==> src/rtl/pipe_pkg.sv <==
// Shared pipeline definitions: opcodes used by decode control and hazard logic, plus sequencer states.
// Latency: n/a (constants only).
// Backpressure: n/a.
package pipe_pkg;

  localparam logic [5:0] OP_ADD  = 6'h00;
  localparam logic [5:0] OP_SUB  = 6'h01;
  localparam logic [5:0] OP_MUL  = 6'h02;
  localparam logic [5:0] OP_LDB  = 6'h10;
  localparam logic [5:0] OP_LDW  = 6'h11;
  localparam logic [5:0] OP_STB  = 6'h12;
  localparam logic [5:0] OP_STW  = 6'h13;
  localparam logic [5:0] OP_BEQ  = 6'h30;
  localparam logic [5:0] OP_JUMP = 6'h31;

  // Hazard sequencer states; encoding 2'd3 is unused and recovers to RUN.
  typedef enum logic [1:0] {
    RUN   = 2'd0,
    IMISS = 2'd1,
    DMISS = 2'd2
  } state_e;

endpackage

==> src/rtl/pipe_hazard_ctrl_hazard_detect.sv <==
// Load-use comparator: flags an ID instruction that reads the register a load in EX is still producing.
// Latency: purely combinational, zero cycles.
// Backpressure: none; the result is consumed by the stall sequencer in the same cycle.
// Ports: id_opcode/id_rs/id_rt describe the instruction in ID; ex_memRead/ex_rt describe
//        the load in EX; load_use is the hazard flag.
module hazard_detect
  import pipe_pkg::*;
#(
  parameter int OPC_W = 6,
  parameter int RA_W  = 5
) (
  input  logic [OPC_W-1:0] id_opcode,
  input  logic [RA_W-1:0]  id_rs,
  input  logic [RA_W-1:0]  id_rt,
  input  logic             ex_memRead,
  input  logic [RA_W-1:0]  ex_rt,
  output logic             load_use
);

  logic id_uses_rt;

  // Only these formats read rt as a source; for loads and jumps rt is a
  // destination or unused, so matching it would create false stalls.
  always_comb begin
    id_uses_rt = 1'b0;
    case (id_opcode)
      OP_ADD, OP_SUB, OP_MUL, OP_STB, OP_STW, OP_BEQ: id_uses_rt = 1'b1;
      default:                                        id_uses_rt = 1'b0;
    endcase
  end

  // r0 is hardwired zero, so a load targeting it never produces a hazard.
  assign load_use = ex_memRead && (ex_rt != '0) &&
                    ((ex_rt == id_rs) || ((ex_rt == id_rt) && id_uses_rt));

endmodule

==> src/rtl/pipe_hazard_ctrl.sv <==
// Stall/flush sequencer for the 5-stage pipeline: load-use, redirect, MUL occupancy, I/D misses.
// Latency: controls are combinational from state, MUL counter and inputs; state updates next clock.
// Backpressure: freezes pipeline registers (write=0) and injects NOPs (flush=1) to stall upstream.
// Ports: clk/reset; ID/EX instruction fields; memory miss/ready handshakes; per-register write
//        and flush enables; state exposes the FSM encoding.
module pipe_hazard_ctrl
  import pipe_pkg::*;
#(
  parameter int MUL_LAT = 3,
  parameter int OPC_W   = 6,
  parameter int RA_W    = 5
) (
  input  logic             clk,
  input  logic             reset,
  input  logic [OPC_W-1:0] id_opcode,
  input  logic [RA_W-1:0]  id_rs,
  input  logic [RA_W-1:0]  id_rt,
  input  logic             ex_memRead,
  input  logic [RA_W-1:0]  ex_rt,
  input  logic             ex_is_mul,
  input  logic             ex_redirect,
  input  logic             imem_miss,
  input  logic             imem_ready,
  input  logic             dmem_miss,
  input  logic             dmem_ready,
  output logic             pc_write,
  output logic             if_id_write,
  output logic             id_ex_write,
  output logic             ex_mem_write,
  output logic             if_id_flush,
  output logic             id_ex_flush,
  output logic             ex_mem_flush,
  output logic             mem_wb_flush,
  output logic [1:0]       state
);

  localparam logic [3:0] MUL_LAST = 4'(MUL_LAT - 1);

  state_e     state_q, state_d;
  logic [3:0] mul_cnt_q, mul_cnt_d;
  logic       kill_q, kill_d;
  logic       mul_stall;
  logic       load_use;

  hazard_detect #(
    .OPC_W (OPC_W),
    .RA_W  (RA_W)
  ) u_hazard_detect (
    .id_opcode  (id_opcode),
    .id_rs      (id_rs),
    .id_rt      (id_rt),
    .ex_memRead (ex_memRead),
    .ex_rt      (ex_rt),
    .load_use   (load_use)
  );

  always_ff @(posedge clk or posedge reset) begin
    if (reset) begin
      state_q   <= RUN;
      mul_cnt_q <= 4'd0;
      kill_q    <= 1'b0;
    end else begin
      state_q   <= state_d;
      mul_cnt_q <= mul_cnt_d;
      kill_q    <= kill_d;
    end
  end

  always_comb begin
    pc_write     = 1'b1;
    if_id_write  = 1'b1;
    id_ex_write  = 1'b1;
    ex_mem_write = 1'b1;
    if_id_flush  = 1'b0;
    id_ex_flush  = 1'b0;
    ex_mem_flush = 1'b0;
    mem_wb_flush = 1'b0;
    mul_stall    = 1'b0;
    state_d      = state_q;
    kill_d       = kill_q;

    case (state_q)
      RUN: begin
        if (dmem_miss) begin
          {pc_write, if_id_write, id_ex_write, ex_mem_write} = 4'b0000;
          mem_wb_flush = 1'b1;
          state_d      = DMISS;
        end else if (ex_is_mul && (mul_cnt_q != MUL_LAST)) begin
          // MUL keeps EX busy: hold everything upstream, bubble into MEM.
          {pc_write, if_id_write, id_ex_write} = 3'b000;
          ex_mem_flush = 1'b1;
          mul_stall    = 1'b1;
        end else if (ex_redirect) begin
          // Wrong-path instructions in IF and ID are squashed.
          if_id_flush = 1'b1;
          id_ex_flush = 1'b1;
        end else if (load_use) begin
          {pc_write, if_id_write} = 2'b00;
          id_ex_flush = 1'b1;
        end else if (imem_miss) begin
          {pc_write, if_id_write} = 2'b00;
          id_ex_flush = 1'b1;
          state_d     = IMISS;
        end
      end

      IMISS: begin
        if (dmem_miss) begin
          {pc_write, if_id_write, id_ex_write, ex_mem_write} = 4'b0000;
          mem_wb_flush = 1'b1;
          state_d      = DMISS;
        end else begin
          {pc_write, if_id_write} = 2'b00;
          id_ex_flush = 1'b1;
          if (ex_redirect) begin
            // PC takes the target now; the fetch in flight is for the old path.
            pc_write = 1'b1;
            kill_d   = 1'b1;
          end
          if (imem_ready) begin
            if (kill_q || ex_redirect) begin
              if_id_flush = 1'b1;
            end else begin
              if_id_write = 1'b1;
            end
            kill_d  = 1'b0;
            state_d = RUN;
          end
        end
      end

      DMISS: begin
        if (dmem_ready) begin
          state_d = RUN;
        end else begin
          {pc_write, if_id_write, id_ex_write, ex_mem_write} = 4'b0000;
          mem_wb_flush = 1'b1;
        end
      end

      default: begin
        {pc_write, if_id_write, id_ex_write, ex_mem_write} = 4'b0000;
        state_d = RUN;
      end
    endcase

    // Pipeline is fully frozen and nothing is squashed while reset is high.
    if (reset) begin
      {pc_write, if_id_write, id_ex_write, ex_mem_write} = 4'b0000;
      {if_id_flush, id_ex_flush, ex_mem_flush, mem_wb_flush} = 4'b0000;
    end
  end

  // Counter restarts whenever a new instruction is allowed into EX.
  assign mul_cnt_d = mul_stall   ? mul_cnt_q + 4'd1 :
                     id_ex_write ? 4'd0 : mul_cnt_q;

  assign state = state_q;

endmodule

==> config.mk <==
export PLATFORM = sky130hd
export DESIGN_NAME = pipe_hazard_ctrl
export DESIGN_NICKNAME = d
export VERILOG_FILES = /design/src/rtl/pipe_pkg.sv /design/src/rtl/pipe_hazard_ctrl_hazard_detect.sv /design/src/rtl/pipe_hazard_ctrl.sv
export SDC_FILE = /design/constraint.sdc
export NUM_CORES = 1
export LEC_CHECK = 0
export CAP_MARGIN = 20
export CELL_PAD_IN_SITES_DETAIL_PLACEMENT = 2
export CELL_PAD_IN_SITES_GLOBAL_PLACEMENT = 2
export CORE_MARGIN = 2
export CORE_UTILIZATION = 18
export CTS_BUF_LIST = sky130_fd_sc_hd__clkbuf_2 sky130_fd_sc_hd__clkbuf_4 sky130_fd_sc_hd__clkbuf_8
export DETAILED_ROUTE_END_ITERATION = 12
export PLACE_DENSITY_LB_ADDON = 0.1
export RECOVER_POWER = 100
export SYNTH_ARGS = -nofsm -noshare
export SYNTH_HDL_FRONTEND = slang
export SYNTH_HIERARCHICAL = 1
export SYNTH_SLANG_ARGS = --single-unit
==> constraint.sdc <==
create_clock -name clk -period 2.8 [get_ports clk]
set_input_delay 0.84 -clock clk [delete_from_list [all_inputs] [get_ports clk]]
set_output_delay 0.84 -clock clk [all_outputs]
set_load 0.02 [all_outputs]
# Word-level counts from Yosys, hierarchy flattened
# Index checks and enable logic that the tools add are counted.
dict set report word_totals {
  regBits 7
  inputBits 30
  output_inout_bits 10
  word_cells 94
}
dict set report classes {
  addsub 1
  n_eq_ne 16
  mux 58
  n_bitwise 1
  reduce_logical 15
}
# cell n
set ops {}
lappend ops {{1-bit two-way mux} 40}
lappend ops {{2-bit two-way mux} 8}
lappend ops {{3-bit inequality test (second input constant)} 5}
lappend ops {{6-bit by 5-bit == test with 1-bit output (second input constant)} 2}
lappend ops {{5-bit == test} 2}
lappend ops {{1-bit one-hot mux with 3 select lines} 3}
lappend ops {{4-bit two-way mux} 2}
lappend ops {{1-bit one-hot mux with 2 select lines} 4}
lappend ops {{6-bit by 1-bit == test with 1-bit output (second input constant)} 1}
lappend ops {{6-bit by 2-bit == test with 1-bit output (second input constant)} 1}
lappend ops {{6-bit == test (second input constant)} 1}
lappend ops {{6-bit logical NOT} 1}
lappend ops {{2-bit one-hot mux with 3 select lines} 1}
lappend ops {{6-bit AND reduction} 1}
lappend ops {{6-bit OR reduction} 1}
lappend ops {{5-bit nonzero test} 1}
lappend ops {{4-bit by 1-bit adder with 4-bit output (second input constant)} 1}
lappend ops {{1-bit logical AND} 4}
lappend ops {{4-bit by 2-bit inequality test with 1-bit output (second input constant)} 1}
lappend ops {{2-bit nonzero test} 2}
lappend ops {{3-bit AND reduction} 1}
lappend ops {{2-bit by 1-bit == test with 1-bit output (second input constant)} 1}
lappend ops {{2-bit == test (second input constant)} 1}
lappend ops {{2-bit logical NOT} 1}
lappend ops {{4 further kinds} 5}

# Depth between registers and ports, before layout
dict set report logic_depth {
  word_depth 12
  depth_mapped 7
  depth_no_buf 7
}

# Hierarchy
# The synthesis kept the hierarchy.
# module instances cells_each area_per_inst_um2
set by_module_without_submodules {}
lappend by_module_without_submodules {pipe_hazard_ctrl 1 65 534.3}
lappend by_module_without_submodules {hazard_detect 1 23 168.9}

# Least setup slack after synthesis
# No wires, ideal clock.
dict set report synth_path {
  path_kind {input-to-output}
  startpoint {in ex_rt[4]}
  endpoint {out id_ex_flush}
  arrival_ps 2187
  required_time_ps 1960
  setup_slack_ps -227
  path_stages 7
  path_buffers 0
  cell_sequence {xor2_1 -> nor4_2 -> o211ai_1 -> a21oi_1 -> or3_1 -> a21oi_1 -> nor3_1}
}
dict set report synth_between {
  elab_chain_len 10
}
# element line_no
set synth_rtl {}
lappend synth_rtl {{start, declared} pipe_hazard_ctrl.sv:19} ;# input logic [RA_W-1:0] ex_rt,
lappend synth_rtl {{5-bit == test} pipe_hazard_ctrl_hazard_detect.sv:34} ;# ((ex_rt == id_rs) || ((ex_rt == id_rt) && id_uses_rt));
lappend synth_rtl {{1-bit logical AND} pipe_hazard_ctrl_hazard_detect.sv:34}
lappend synth_rtl {{1-bit logical OR} pipe_hazard_ctrl_hazard_detect.sv:34}
lappend synth_rtl {{1-bit logical AND *} pipe_hazard_ctrl_hazard_detect.sv:33} ;# assign load_use = ex_memRead && (ex_rt != '0) &&
lappend synth_rtl {{net load_use} pipe_hazard_ctrl.sv:43} ;# logic load_use;
lappend synth_rtl {{1-bit two-way mux *} pipe_hazard_ctrl.sv:97} ;# end else if (load_use) begin
lappend synth_rtl {{1-bit two-way mux *} pipe_hazard_ctrl.sv:93} ;# end else if (ex_redirect) begin
lappend synth_rtl {{1-bit two-way mux *} pipe_hazard_ctrl.sv:88} ;# end else if (ex_is_mul && (mul_cnt_q != MUL_LAST)) begin
lappend synth_rtl {{1-bit two-way mux *} pipe_hazard_ctrl.sv:84} ;# if (dmem_miss) begin
lappend synth_rtl {{1-bit one-hot mux with 2 select lines *} pipe_hazard_ctrl.sv:82} ;# case (state_q)
lappend synth_rtl {{1-bit two-way mux *} pipe_hazard_ctrl.sv:148} ;# if (reset) begin
lappend synth_rtl {{end, declared} pipe_hazard_ctrl.sv:31} ;# output logic id_ex_flush,
# The timed path passes the listed nets; every way through them passes the cells marked *.

# Worst setup path in the final report
dict set report layout_path {
  startpoint {in ex_rt[1]}
  endpoint {out id_ex_flush}
}
# Same word-level chain as after synthesis.

==> summary.md <==
| Metric | Value |
|---|---|
| Clk slew on worst S/H paths | 0.05 ns |
| Pre-antenna DRT Iters | 3 |
| Via density | 4.55 |
| Sink Count | 7 |
| TritonCTS Buffers | 3 |
| Kind of critical path | in -> out |
| Routability congestion estimate from global placement | 0.732 |
| Worst hold start | kill_q |
| Max-cap violation count | 0 |
| Starting Density | 18.9% |
| Distinct cell type count after synthesis | 36 |
| Die H | 66.5 um |
| Ys Warns | 6 |
| Register bit count reported by yosys | 7 |
| Reg-to-reg critical path startpoint | state[1] |
| Nets | 189 |
| Relative slew margins | 66.7% |
| Total GRT Usage | 15.8% |
| Worst Hold Class | reg -> reg |
| Critical Path AT | 2.46 ns |
| Clock root buffer master | clkbuf_8 |
| Worst Setup SP | ex_rt[1] |
| Leading cell types in the layout, fill and taps excluded | buf_4, dlygate4sd2_1, buf_2 |
| Max Buffers Root-to-Sink | 2 |
| DR WL/cell | 15.6 um |
| Final Hold Fails | 0 |
| CTS tree | yes |
| Largest net degree at the start of global routing | 11 |
| Global route total overflow | 0 |
| Met3 Track Usage GR | 1.86% |
| Row count | 22 |
| Ports | 40 |
| Setup_tns | -1.78 ns |
| Post-Syn Area | 703 um2 |
| CORE AREA | 3720 um2 |
| Hold_ws | 0.540 ns |
| CP max FO | 3 |
| Die area | 4420 um2 |
| Vias in the first global route | 1,085 |
| Clock skew | 0.00673 ns |
| Non-Filler Instances | 204 |
| Drt initial violations | 8 |
| First-pass GRT wire length | 5.29 mm |
| Final setup viols | 6 |
| Worst slew pin tran | 0.500 ns |
| Clk Latency, worst-skew pair | 0.23 ns |
| Area growth from synthesis to layout | 108% |
| DR DRC count | 0 |
| Syn Nets | 120 |
| Setup WS post-layout | -0.497 ns |
| Commonest non-fill, non-tap cell in the layout | buf_4 |
| Final HPWL DP | 2.52 mm |
| Failing checks | negative setup slack |
| CTS hold repair buffers | 0 |
| Fin crit period | 3.30 ns |
| # fillers | 427 |
| Peak supply drop | 0.172 mV |
| Total number of vias | 928 |
| Final core utilization | 39.4% |
| Power per cell area | 425 nW/um2 |
| Seq/Total Area, Yosys | 24.9% |
| Grt met2 use | 29.8% |
| Placed Cells | 195 |
| Share of layout cells above drive strength 1 | 45.5% |
| Total power | 622 uW |
| Max Freq | 303 MHz |
| H-tree Lvls | 1 |
| Antenna violations before repair | 0 |
| Final ANT Viol Nets | 0 |
| Worst Setup End Kind | output pin |
| Die width | 66.5 um |
| ANT cells | 0 |
| Data required time of the worst path | 1.96 ns |
| Pleak | 0.662 nW |
| Post-Syn Area per Cell | 7.99 um2 |
| Status | finished, violations left |
| Synth Instances | 88 |
| PortBufs | 39 |
| Busiest layer in global routing | met2 |
| Critical Path Start Type | input pin |
| Slew Limit Fails | 0 |
| WL final | 3.18 mm |
| M1 GR Usage | 18.4% |
| Period utilization | 118% |
| RSZ-0062 raised after global routing | true |
## repair_timing
action | in CTS | in global routing
pin swaps | 21 | 20
gates resized for setup | 112 | 14
buffers inserted | 3 | 2
endpoints found under the hold margin | 0 | 0
setup endpoints to repair | 8 | 5
## critical path, stage by stage
cell     delay (ns)
buf_8          0.10
or4_4          0.53
o21ai_2        0.13
a21oi_2        0.05
buf_4          0.14
or3_4          0.34
a21oi_4        0.15
nor3_4         0.05
buf_6          0.12
## registers in the layout, summed over array words and instances, names as in the netlist
signal and flops:
mul_cnt_q 4, state 2, kill_q 1
## Yosys cell counts
| cell | instances | area share, % |
|---|---|---|
| xnor2_1 | 2 | 2.5 |
| o211ai_1 | 4 | 4.3 |
| o21ai_1 | 2 | 1.4 |
| a32oi_1 | 1 | 1.2 |
| nor2_1 | 8 | 4.3 |
| or2_4 | 1 | 1.2 |
| and2_1 | 1 | 0.89 |
| mux2i_1 | 1 | 1.4 |
| a21boi_0 | 1 | 1.1 |
| nor4b_1 | 1 | 1.2 |
| nor4_2 | 1 | 1.8 |
| nand3_1 | 3 | 2.1 |
| o21ai_0 | 1 | 0.71 |
| ha_1 | 2 | 3.6 |
| buf_2 | 1 | 0.71 |
| dfrtp_1 | 7 | 25 |
| nor3_1 | 5 | 3.6 |
| or3_1 | 1 | 0.89 |
| or4_1 | 1 | 1.1 |
| mux2_2 | 1 | 1.6 |
| a31oi_1 | 3 | 2.7 |
| nor2b_1 | 1 | 0.89 |
| nand2b_1 | 2 | 1.8 |
| nand4_1 | 1 | 0.89 |
| a211oi_1 | 1 | 1.1 |
| and3_2 | 1 | 1.1 |
| xor2_1 | 10 | 12 |
| o22a_2 | 1 | 1.4 |
| o22ai_1 | 1 | 0.89 |
| nand2_1 | 6 | 3.2 |
| nor3b_1 | 1 | 1.1 |
| or4b_1 | 1 | 1.4 |
| nand3b_1 | 2 | 2.1 |
| and3b_2 | 1 | 1.4 |
| inv_1 | 4 | 2.1 |
| a21oi_1 | 7 | 5.0 |
## path summary, 6_finish.rpt
| path | to | slack (ns) | cells past startpoint |
|---|---|---|---|
| max | id_ex_flush | -0.50 | 9 |
| min | kill_q | 0.54 | 2 |
| min in group asynchronous | kill_q | 1.21 | 3 |
| min reg2reg | kill_q | 0.54 | 2 |
| max reg2reg | mul_cnt_q[2] | 1.07 | 5 |
| max in group asynchronous | mul_cnt_q[0] | 1.25 | 3 |
## kinds of logic after synthesis
logic type	share of synthesized area (%)
AND/OR/NAND/NOR	31.0
AO/OA/AOI/OAI	19.8
XOR/XNOR	14.9
flip-flops	24.9
buffers and inverters	2.85
multiplexers	3.02
adder cells (fa/ha/maj)	3.56
## routing by layer
| metal | vias up | part of all wire, % |
|---|---|---|
| li1 | 457 | - |
| met2 | 26 | 55 |
| met5 | - | 0 |
| met1 | 443 | 40 |
| met3 | 2 | 3.8 |
| met4 | 0 | 0.69 |
## power breakdown
part | switching, mW | internal, mW
sequential | 0.0251 | 0.130
clock | 0.0541 | 0.109
combinational | 0.141 | 0.163
## per-stage QoR
step                instance area, um2  worst slack, ns
floorplan                          731           -0.129
global placement                  1330            -1.29
detailed placement                1330            -1.35
CTS                               1440           -0.490
global route                      1460           -0.555
finish                            1460           -0.497
## final cells by class
class | count | area, um2 | area share (%)
Multi-Input combinational cell | 76 | 631 | 43.1
Timing Repair Buffer | 65 | 534 | 36.5
Sequential cell | 7 | 175 | 12.0
Inverter | 4 | 15.0 | 1.03
Tap cell | 48 | 60.1 | 4.10
Clock buffer | 4 | 48.8 | 3.33
Note: power is estimated with default switching activity, not from simulation.
